## config.mk

```make
export PLATFORM = sky130hd
export DESIGN_NAME = main_controller
export DESIGN_NICKNAME = d
export VERILOG_FILES = /design/src/rtl/main_controller_pkg.sv /design/src/rtl/main_controller_branch_unit.sv /design/src/rtl/main_controller.sv
export SDC_FILE = /design/constraint.sdc
export NUM_CORES = 1
export LEC_CHECK = 0
export BUFFER_PORTS_ARGS = -buffer_cell sky130_fd_sc_hd__buf_2
export CAP_MARGIN = 20
export CORE_UTILIZATION = 45
export DETAILED_ROUTE_END_ITERATION = 8
export GPL_TIMING_DRIVEN = 0
export HOLD_SLACK_MARGIN = 0.1
export MAX_ROUTING_LAYER = met4
export PLACE_DENSITY = 0.87
export SLEW_MARGIN = 20
export SYNTH_ARGS = -nofsm -noshare
export SYNTH_HDL_FRONTEND = slang
export SYNTH_SLANG_ARGS = --single-unit
```

## constraint.sdc

```tcl
create_clock -name clk -period 1.6 [get_ports clk]
set_input_delay 0.32 -clock clk [delete_from_list [all_inputs] [get_ports clk]]
set_output_delay 0.32 -clock clk [all_outputs]
set_load 0.1 [all_outputs]
```

## src/rtl/main_controller_pkg.sv

```systemverilog
// Shared encodings for the multicycle main controller: FSM states, opcodes,
// datapath select codes and the packed control-word bundle.
package main_controller_pkg;

  localparam int unsigned OPCODE_W = 7;
  localparam int unsigned FUNC3_W  = 3;
  localparam int unsigned SEL_W    = 2;

  typedef enum logic [3:0] {
    S_FETCH    = 4'd0,
    S_DECODE   = 4'd1,
    S_MEMADR   = 4'd2,
    S_MEMREAD  = 4'd3,
    S_MEMWB    = 4'd4,
    S_MEMWRITE = 4'd5,
    S_EXEC_R   = 4'd6,
    S_EXEC_I   = 4'd7,
    S_ALUWB    = 4'd8,
    S_BRANCH   = 4'd9,
    S_JAL      = 4'd10,
    S_JALR     = 4'd11,
    S_LUI      = 4'd12,
    S_AUIPC    = 4'd13
  } state_e;

  localparam logic [OPCODE_W-1:0] OP_LOAD   = 7'b0000011;
  localparam logic [OPCODE_W-1:0] OP_STORE  = 7'b0100011;
  localparam logic [OPCODE_W-1:0] OP_RTYPE  = 7'b0110011;
  localparam logic [OPCODE_W-1:0] OP_ITYPE  = 7'b0010011;
  localparam logic [OPCODE_W-1:0] OP_BRANCH = 7'b1100011;
  localparam logic [OPCODE_W-1:0] OP_JAL    = 7'b1101111;
  localparam logic [OPCODE_W-1:0] OP_JALR   = 7'b1100111;
  localparam logic [OPCODE_W-1:0] OP_LUI    = 7'b0110111;
  localparam logic [OPCODE_W-1:0] OP_AUIPC  = 7'b0010111;

  localparam logic [SEL_W-1:0] ALU_ADD  = 2'b00;
  localparam logic [SEL_W-1:0] ALU_SUB  = 2'b01;
  localparam logic [SEL_W-1:0] ALU_FUNC = 2'b10;

  localparam logic [SEL_W-1:0] RES_ALUOUT    = 2'b00;
  localparam logic [SEL_W-1:0] RES_MEMDATA   = 2'b01;
  localparam logic [SEL_W-1:0] RES_ALURESULT = 2'b10;
  localparam logic [SEL_W-1:0] RES_IMM       = 2'b11;

  localparam logic [SEL_W-1:0] SRCA_PC    = 2'b00;
  localparam logic [SEL_W-1:0] SRCA_OLDPC = 2'b01;
  localparam logic [SEL_W-1:0] SRCA_RS1   = 2'b10;

  localparam logic [SEL_W-1:0] SRCB_RS2  = 2'b00;
  localparam logic [SEL_W-1:0] SRCB_IMM  = 2'b01;
  localparam logic [SEL_W-1:0] SRCB_FOUR = 2'b10;

  typedef struct packed {
    logic             pc_write;
    logic             adr_src;
    logic             mem_write;
    logic             ir_write;
    logic [SEL_W-1:0] result_src;
    logic [SEL_W-1:0] alu_src_a;
    logic [SEL_W-1:0] alu_src_b;
    logic [SEL_W-1:0] alu_op;
    logic             reg_write;
    logic             illegal_instr;
  } ctrl_t;

  localparam ctrl_t CTRL_IDLE = '0;

endpackage

```

## src/rtl/main_controller_branch_unit.sv

```systemverilog
// Branch-condition evaluation: func3 selects a flag, func3[0] inverts it.
import main_controller_pkg::*;

module main_controller_branch_unit (
  input  logic [FUNC3_W-1:0] i_func3,
  input  logic               i_zero,
  input  logic               i_lt,
  input  logic               i_ltu,
  output logic               o_taken_c
);

  logic w_cond;

  always_comb begin
    w_cond    = 1'b0;
    o_taken_c = 1'b0;
    case (i_func3[2:1])
      2'b00:   w_cond = i_zero;
      2'b10:   w_cond = i_lt;
      2'b11:   w_cond = i_ltu;
      default: w_cond = 1'b0;
    endcase
    // func3 010/011 have no branch meaning and are never taken
    if (i_func3[2:1] != 2'b01) begin
      o_taken_c = w_cond ^ i_func3[0];
    end
  end

endmodule

```

## src/rtl/main_controller.sv

```systemverilog
// Multicycle RV32 main controller: Moore FSM driving datapath enables and
// selects; only pc_write in BRANCH looks at the ALU flags.
import main_controller_pkg::*;

module main_controller (
  input  logic                clk,
  input  logic                rst,
  input  logic [OPCODE_W-1:0] opcode,
  input  logic [FUNC3_W-1:0]  func3,
  input  logic                zero,
  input  logic                lt,
  input  logic                ltu,
  output logic                pc_write,
  output logic                adr_src,
  output logic                mem_write,
  output logic                ir_write,
  output logic [SEL_W-1:0]    result_src,
  output logic [SEL_W-1:0]    alu_src_a,
  output logic [SEL_W-1:0]    alu_src_b,
  output logic [SEL_W-1:0]    alu_op,
  output logic                reg_write,
  output logic                illegal_instr
);

  state_e r_state;
  state_e w_next_state;
  logic   r_jalr_link;
  logic   w_next_jalr_link;
  logic   w_taken;
  ctrl_t  w_ctrl;

  main_controller_branch_unit u_branch_unit (
    .i_func3   (func3),
    .i_zero    (zero),
    .i_lt      (lt),
    .i_ltu     (ltu),
    .o_taken_c (w_taken)
  );

  always_ff @(posedge clk) begin
    if (rst) begin
      r_state     <= S_FETCH;
      r_jalr_link <= 1'b0;
    end else begin
      r_state     <= w_next_state;
      r_jalr_link <= w_next_jalr_link;
    end
  end

  always_comb begin
    w_next_state     = r_state;
    w_next_jalr_link = 1'b0;
    w_ctrl           = CTRL_IDLE;
    case (r_state)
      S_FETCH: begin
        w_ctrl.ir_write   = 1'b1;
        w_ctrl.pc_write   = 1'b1;
        w_ctrl.alu_src_a  = SRCA_PC;
        w_ctrl.alu_src_b  = SRCB_FOUR;
        w_ctrl.alu_op     = ALU_ADD;
        w_ctrl.result_src = RES_ALURESULT;
        w_next_state      = S_DECODE;
      end
      S_DECODE: begin
        w_ctrl.alu_src_a = SRCA_OLDPC;
        w_ctrl.alu_src_b = SRCB_IMM;
        w_ctrl.alu_op    = ALU_ADD;
        case (opcode)
          OP_LOAD, OP_STORE: w_next_state = S_MEMADR;
          OP_RTYPE:          w_next_state = S_EXEC_R;
          OP_ITYPE:          w_next_state = S_EXEC_I;
          OP_BRANCH:         w_next_state = S_BRANCH;
          OP_JAL:            w_next_state = S_JAL;
          OP_JALR:           w_next_state = S_JALR;
          OP_LUI:            w_next_state = S_LUI;
          OP_AUIPC:          w_next_state = S_AUIPC;
          default: begin
            w_ctrl.illegal_instr = 1'b1;
            w_next_state         = S_FETCH;
          end
        endcase
      end
      S_MEMADR: begin
        w_ctrl.alu_src_a = SRCA_RS1;
        w_ctrl.alu_src_b = SRCB_IMM;
        w_ctrl.alu_op    = ALU_ADD;
        w_next_state     = (opcode == OP_LOAD) ? S_MEMREAD : S_MEMWRITE;
      end
      S_MEMREAD: begin
        w_ctrl.adr_src    = 1'b1;
        w_ctrl.result_src = RES_ALUOUT;
        w_next_state      = S_MEMWB;
      end
      S_MEMWB: begin
        w_ctrl.result_src = RES_MEMDATA;
        w_ctrl.reg_write  = 1'b1;
        w_next_state      = S_FETCH;
      end
      S_MEMWRITE: begin
        w_ctrl.adr_src    = 1'b1;
        w_ctrl.result_src = RES_ALUOUT;
        w_ctrl.mem_write  = 1'b1;
        w_next_state      = S_FETCH;
      end
      S_EXEC_R: begin
        w_ctrl.alu_src_a = SRCA_RS1;
        w_ctrl.alu_src_b = SRCB_RS2;
        w_ctrl.alu_op    = ALU_FUNC;
        w_next_state     = S_ALUWB;
      end
      S_EXEC_I: begin
        w_ctrl.alu_src_a = SRCA_RS1;
        w_ctrl.alu_src_b = SRCB_IMM;
        w_ctrl.alu_op    = ALU_FUNC;
        w_next_state     = S_ALUWB;
      end
      S_ALUWB: begin
        w_ctrl.result_src = RES_ALUOUT;
        w_ctrl.reg_write  = 1'b1;
        w_next_state      = S_FETCH;
      end
      S_BRANCH: begin
        w_ctrl.alu_src_a  = SRCA_RS1;
        w_ctrl.alu_src_b  = SRCB_RS2;
        w_ctrl.alu_op     = ALU_SUB;
        w_ctrl.result_src = RES_ALUOUT;
        w_ctrl.pc_write   = w_taken;
        w_next_state      = S_FETCH;
      end
      S_JAL: begin
        w_ctrl.alu_src_a  = SRCA_OLDPC;
        w_ctrl.alu_src_b  = SRCB_FOUR;
        w_ctrl.alu_op     = ALU_ADD;
        w_ctrl.result_src = RES_ALUOUT;
        w_ctrl.pc_write   = 1'b1;
        w_next_state      = S_ALUWB;
      end
      S_JALR: begin
        // first sub-step jumps to rs1+imm, second builds the old PC + 4 link
        if (!r_jalr_link) begin
          w_ctrl.alu_src_a  = SRCA_RS1;
          w_ctrl.alu_src_b  = SRCB_IMM;
          w_ctrl.alu_op     = ALU_ADD;
          w_ctrl.result_src = RES_ALURESULT;
          w_ctrl.pc_write   = 1'b1;
          w_next_jalr_link  = 1'b1;
          w_next_state      = S_JALR;
        end else begin
          w_ctrl.alu_src_a = SRCA_OLDPC;
          w_ctrl.alu_src_b = SRCB_FOUR;
          w_ctrl.alu_op    = ALU_ADD;
          w_next_state     = S_ALUWB;
        end
      end
      S_LUI: begin
        w_ctrl.result_src = RES_IMM;
        w_ctrl.reg_write  = 1'b1;
        w_next_state      = S_FETCH;
      end
      S_AUIPC: begin
        w_ctrl.alu_src_a = SRCA_OLDPC;
        w_ctrl.alu_src_b = SRCB_IMM;
        w_ctrl.alu_op    = ALU_ADD;
        w_next_state     = S_ALUWB;
      end
      default: w_next_state = S_FETCH;
    endcase
    if (rst) begin
      w_ctrl = CTRL_IDLE;
    end
  end

  assign pc_write      = w_ctrl.pc_write;
  assign adr_src       = w_ctrl.adr_src;
  assign mem_write     = w_ctrl.mem_write;
  assign ir_write      = w_ctrl.ir_write;
  assign result_src    = w_ctrl.result_src;
  assign alu_src_a     = w_ctrl.alu_src_a;
  assign alu_src_b     = w_ctrl.alu_src_b;
  assign alu_op        = w_ctrl.alu_op;
  assign reg_write     = w_ctrl.reg_write;
  assign illegal_instr = w_ctrl.illegal_instr;

endmodule
```

==> results of run 1 <==
stage by stage:
step                      util (%)  setup TNS, ns  instances  area [um2]  setup WS, ns
after detailed placement      73.0          -3.60        137         962        -0.458
after global placement        73.0          -3.22        137         962        -0.405
after floorplan                  -          -3.22         94         803        -0.574
kinds of logic after synthesis:
group	after synthesis	synth area share, %
muxes	2	3.33
AOI/OAI and AO/OA	26	27.1
buffers and inverters	12	8.63
xor gates and xnor gates	3	4.12
and+or+nand+nor	46	41.2
DFF	5	15.7
==> results.sh, run 1 <==
export IMPL_dp_hpwl_mm=1.39
export IMPL_die_w_um=39.7
export IMPL_synth_top_cell_by_area="dfxtp_1"
export IMPL_synth_common_cells="nor2_1, a21oi_1, nand2_1"
export IMPL_yosysMostFrequentCell="nor2_1"
export IMPL_cts_hold_buf=0
export IMPL_synth_edff_count=0
export IMPL_cts_htree_levels=1
export IMPL_synthArstFlopShare_pct=0
export IMPL_haltStage="4_1_cts"
export IMPL_clock_sinks=5
export IMPL_postSynthAreaPerCell_um2=6.79
export IMPL_synth_area_leaders="dfxtp_1, nor2_1, a21oi_1, xor2_1, a31oi_1"
export IMPL_fp_dieH_um=39.7
export IMPL_gp_congestion=0.883
export IMPL_error="[ERROR DPL-0038] Utilization greater than 100%, impossible to legalize"
export IMPL_synth_cell_types=38
export IMPL_ctsResizeCount=71
export IMPL_post_cts_buffers=9
export IMPL_synth_warnings=0
export IMPL_ys_flop_type="dfxtp_1"
export IMPL_ys_seq_area_share_pct=15.7
export IMPL_netlist_area_um2=638
export IMPL_outcome="stopped before the end"
export IMPL_syn_inst=94
export IMPL_io_buffers=28
export IMPL_synth_fp_nets=109
export IMPL_ctsRootBufferMaster="clkbuf_4"
export IMPL_netlist_area_leader_share_pct=15.7
export IMPL_clockBufferDepth=2
export IMPL_rows=13
export IMPL_cts_made_buffers=3
export IMPL_io_pins=29
export IMPL_initial_utilization_pct=48.4
export IMPL_synth_seq_cells=5
==> run 2, diff against run 1 <==
CORE_AREA = 2 2 63 65   (was not set)
CORE_UTILIZATION = not set   (was 45)
DIE_AREA = 0 0 65 67   (was not set)
HOLD_SLACK_MARGIN = not set   (was 0.1)
MAX_ROUTING_LAYER = not set   (was met4)
PLACE_DENSITY = not set   (was 0.87)
PLACE_DENSITY_LB_ADDON = 0.15   (was not set)
==> run 2 against run 1 <==
  * The flow now finishes, with violations (negative setup slack)
  * Synthesized area is the same
  * Synthesized cell count is the same
==> results.sh, run 2 <==
export IMPL_outcome="finished with violations"
export IMPL_violations="negative setup slack"
export IMPL_antenna_found_initial=0
export IMPL_startpoint_type="flip-flop"
export IMPL_cts_tree="built"
export IMPL_netlist_area_um2=638
export IMPL_drc=0
export IMPL_reg2regPathDepth=6
export IMPL_top_register="r_state"
export IMPL_crit_fanout=7
export IMPL_timing_final_crit_share_pct=122
export IMPL_routed_wl_mm=2.76
export IMPL_sw_frac_of_total_pct=39.9
export IMPL_ys_seq_area_share_pct=15.7
export IMPL_die_w_um=65
export IMPL_pwr_share_clk_pct=31.5
export IMPL_final_hold_viol_count=0
export IMPL_drt_pass1_iterations=4
export IMPL_synth_fp_nets=109
export IMPL_grt_usage_pct=11.7
export IMPL_min_to="r_state[0]"
export IMPL_syn_inst=94
export IMPL_rr_startpoint="r_state[2]"
export IMPL_synth_edff_count=0
export IMPL_clkTransAtPathRegs_ns=0.03
export IMPL_dpl_instance_area_mm2=0.00100
export IMPL_powerDensity_mw_per_mm2=449
export IMPL_fin_worst_skew_ns=0.00184
export IMPL_fp_dieH_um=67
export IMPL_postSynthAreaPerCell_um2=6.79
export IMPL_p_comb_share_pct=51.3
export IMPL_grt_pass1_wl_mm=3.92
export IMPL_clockBufferDepth=2
export IMPL_diodes=0
export IMPL_clock_fmax_mhz=514
export IMPL_path_class="reg -> out"
export IMPL_wl_per_cell_um=13.6
export IMPL_area_growth_pct=162
export IMPL_rows=22
export IMPL_place_inst=170
export IMPL_vias=942
export IMPL_clock_sinks=5
export IMPL_required_ns=1.28
export IMPL_core_area_mm2=0.00361
export IMPL_tightest_slew_ns=0.404
export IMPL_maxSlewViolCount=0
export IMPL_synthArstFlopShare_pct=0
export IMPL_fin_nets=171
export IMPL_layout_common_cells="buf_4, buf_2, buf_12, buf_6"
export IMPL_cts_made_buffers=3
export IMPL_final_cells=203
export IMPL_gp_congestion=0.723
export IMPL_grt_overflow_total=0
export IMPL_drtAntennaViolNets=0
export IMPL_ctsRootBufferMaster="clkbuf_8"
export IMPL_netlist_area_leader_share_pct=15.7
export IMPL_r2r_slack_ns=0.09
export IMPL_dieArea_mm2=0.00436
export IMPL_yosysMostFrequentCell="nor2_1"
export IMPL_cts_htree_levels=1
export IMPL_maxSlewHeadroom_pct=72.8
export IMPL_pwr_share_seq_pct=17.2
export IMPL_fin_ws_ns=-0.346
export IMPL_switchingPower_w=0.000299
export IMPL_final_common_cell="buf_4"
export IMPL_min_path_cells=2
export IMPL_synth_area_leaders="dfxtp_1, nor2_1, a21oi_1, xor2_1, a31oi_1"
export IMPL_finalSetupViolCount=14
export IMPL_crit_path_end_kind="primary output"
export IMPL_max_cap_violations=0
export IMPL_arrival_ns=1.63
export IMPL_peakVddDrop_mv=0.154
export IMPL_p_leak_nw=0.670
export IMPL_hp_class="in -> reg"
export IMPL_via_per_inst=4.64
export IMPL_io_buffers=28
export IMPL_initial_utilization_pct=17.7
export IMPL_synth_cell_types=38
export IMPL_insertion_delay_ns=0.22
export IMPL_synth_common_cells="nor2_1, a21oi_1, nand2_1"
export IMPL_drtIter0Drc=28
export IMPL_reg_largest_list="r_state x4, r_jalr_link x1"
export IMPL_synth_warnings=0
export IMPL_grt_max_degree=11
export IMPL_dp_hpwl_mm=1.61
export IMPL_design_area_mm2=0.00167
export IMPL_internal_power_w=0.000450
export IMPL_period_needed_ns=1.95
export IMPL_grt_pass1_vias=859
export IMPL_cts_hold_buf=0
export IMPL_rsz0062_at_grt="yes"
export IMPL_synth_top_cell_by_area="dfxtp_1"
export IMPL_largest_register_ffs=4
export IMPL_hold_start="opcode[3]"
export IMPL_reg2reg_to="r_state[0]"
export IMPL_ys_flop_type="dfxtp_1"
export IMPL_synth_seq_cells=5
export IMPL_drive_gt1_share_pct=70.3
export IMPL_io_pins=29
-- run 2: cell counts after synthesis --
No cell type changed its count.
-- run 2: final cells by class --
cell class | count | area [um2]
repair buffers | 57 | 581
clock buffers | 4 | 45.0
inverters | 5 | 18.8
flip-flops and latches | 5 | 109
well taps | 48 | 60.1
fillers | 333 | 1930
multi-input cells | 77 | 758
plain buffers | 7 | 100
-- run 2: metal layers --
layer  global-route usage, %  routed length (um)  vias up
li1                        -                   -      468
met4                    4.79                  47        0
met5                       0                   0        -
met2                    20.5                1400       23
met3                    1.18                  53        6
met1                    14.7                1250      445
-- run 2: worst max path at each step --
stage / start / to / slack, ns / depth (start not counted)
6_report: r_state[2] / alu_src_b[0] / -0.35 / 7
5_1_grt: r_state[2] / illegal_instr / -0.37 / 6
4_1_cts: r_state[2] / illegal_instr / -0.33 / 6
3_5_place_dp: r_state[0] / result_src[1] / -0.47 / 5
3_3_place_gp: r_state[3] / result_src[1] / -0.47 / 5
2_1_floorplan: r_state[2] / illegal_instr / -0.57 / 3
-- run 2: logic make-up (layout without fill, tap and decap cells) --
kind of cell / count (synthesis) / after routing / synth area share, %
AO/OA/AOI/OAI: 26 / 26 / 27.1
AND/OR/NAND/NOR: 46 / 46 / 41.2
XOR/XNOR: 3 / 3 / 4.12
multiplexers: 2 / 2 / 3.33
flip-flops: 5 / 5 / 15.7
buffers and inverters: 12 / 73 / 8.63
-- run 2: worst max-delay path, cell delays in order, from the launching register on --
cell	delay, ns
dfxtp_1	0.30
buf_6	0.13
buf_4	0.14
xor2_2	0.16
nor2_2	0.17
nand2_2	0.11
a31oi_4	0.19
buf_12	0.19
-- run 2: repair_timing --
item / in CTS / in global routing
cloned: 0 / 1
resized for setup: 73 / 29
endpoints found under the setup margin: 14 / 16
pin swaps: 8 / 12
setup buffers: 12 / 16
-- run 2: per-stage QoR --
step | TNS, ns | total power (W) | setup slack, ns | hold slack [ns] | util [%]
after floorplan | -3.22 | 0.000361 | -0.574 | 0.416 | -
after global placement | -3.86 | 0.000417 | -0.470 | 0.587 | 27.8
after detailed placement | -3.79 | 0.000417 | -0.470 | 0.592 | 27.8
after CTS | -2.65 | 0.000724 | -0.327 | 0.355 | 39.2
after global routing | -3.46 | 0.000775 | -0.374 | 0.376 | 46.4
final | -2.98 | 0.000750 | -0.346 | 0.357 | 46.4
-- run 2: power groups by stage --
stage | registers (W) | logic (W) | clock network, W
3_5_place_dp | 0.000133 | 0.000284 | 0
2_1_floorplan | 0.000132 | 0.000229 | 0
4_1_cts | 0.000131 | 0.000358 | 0.000236
6_report | 0.000129 | 0.000385 | 0.000236
3_3_place_gp | 0.000133 | 0.000284 | 0
5_1_grt | 0.000129 | 0.000404 | 0.000241
(Power assumes the default switching activity.)
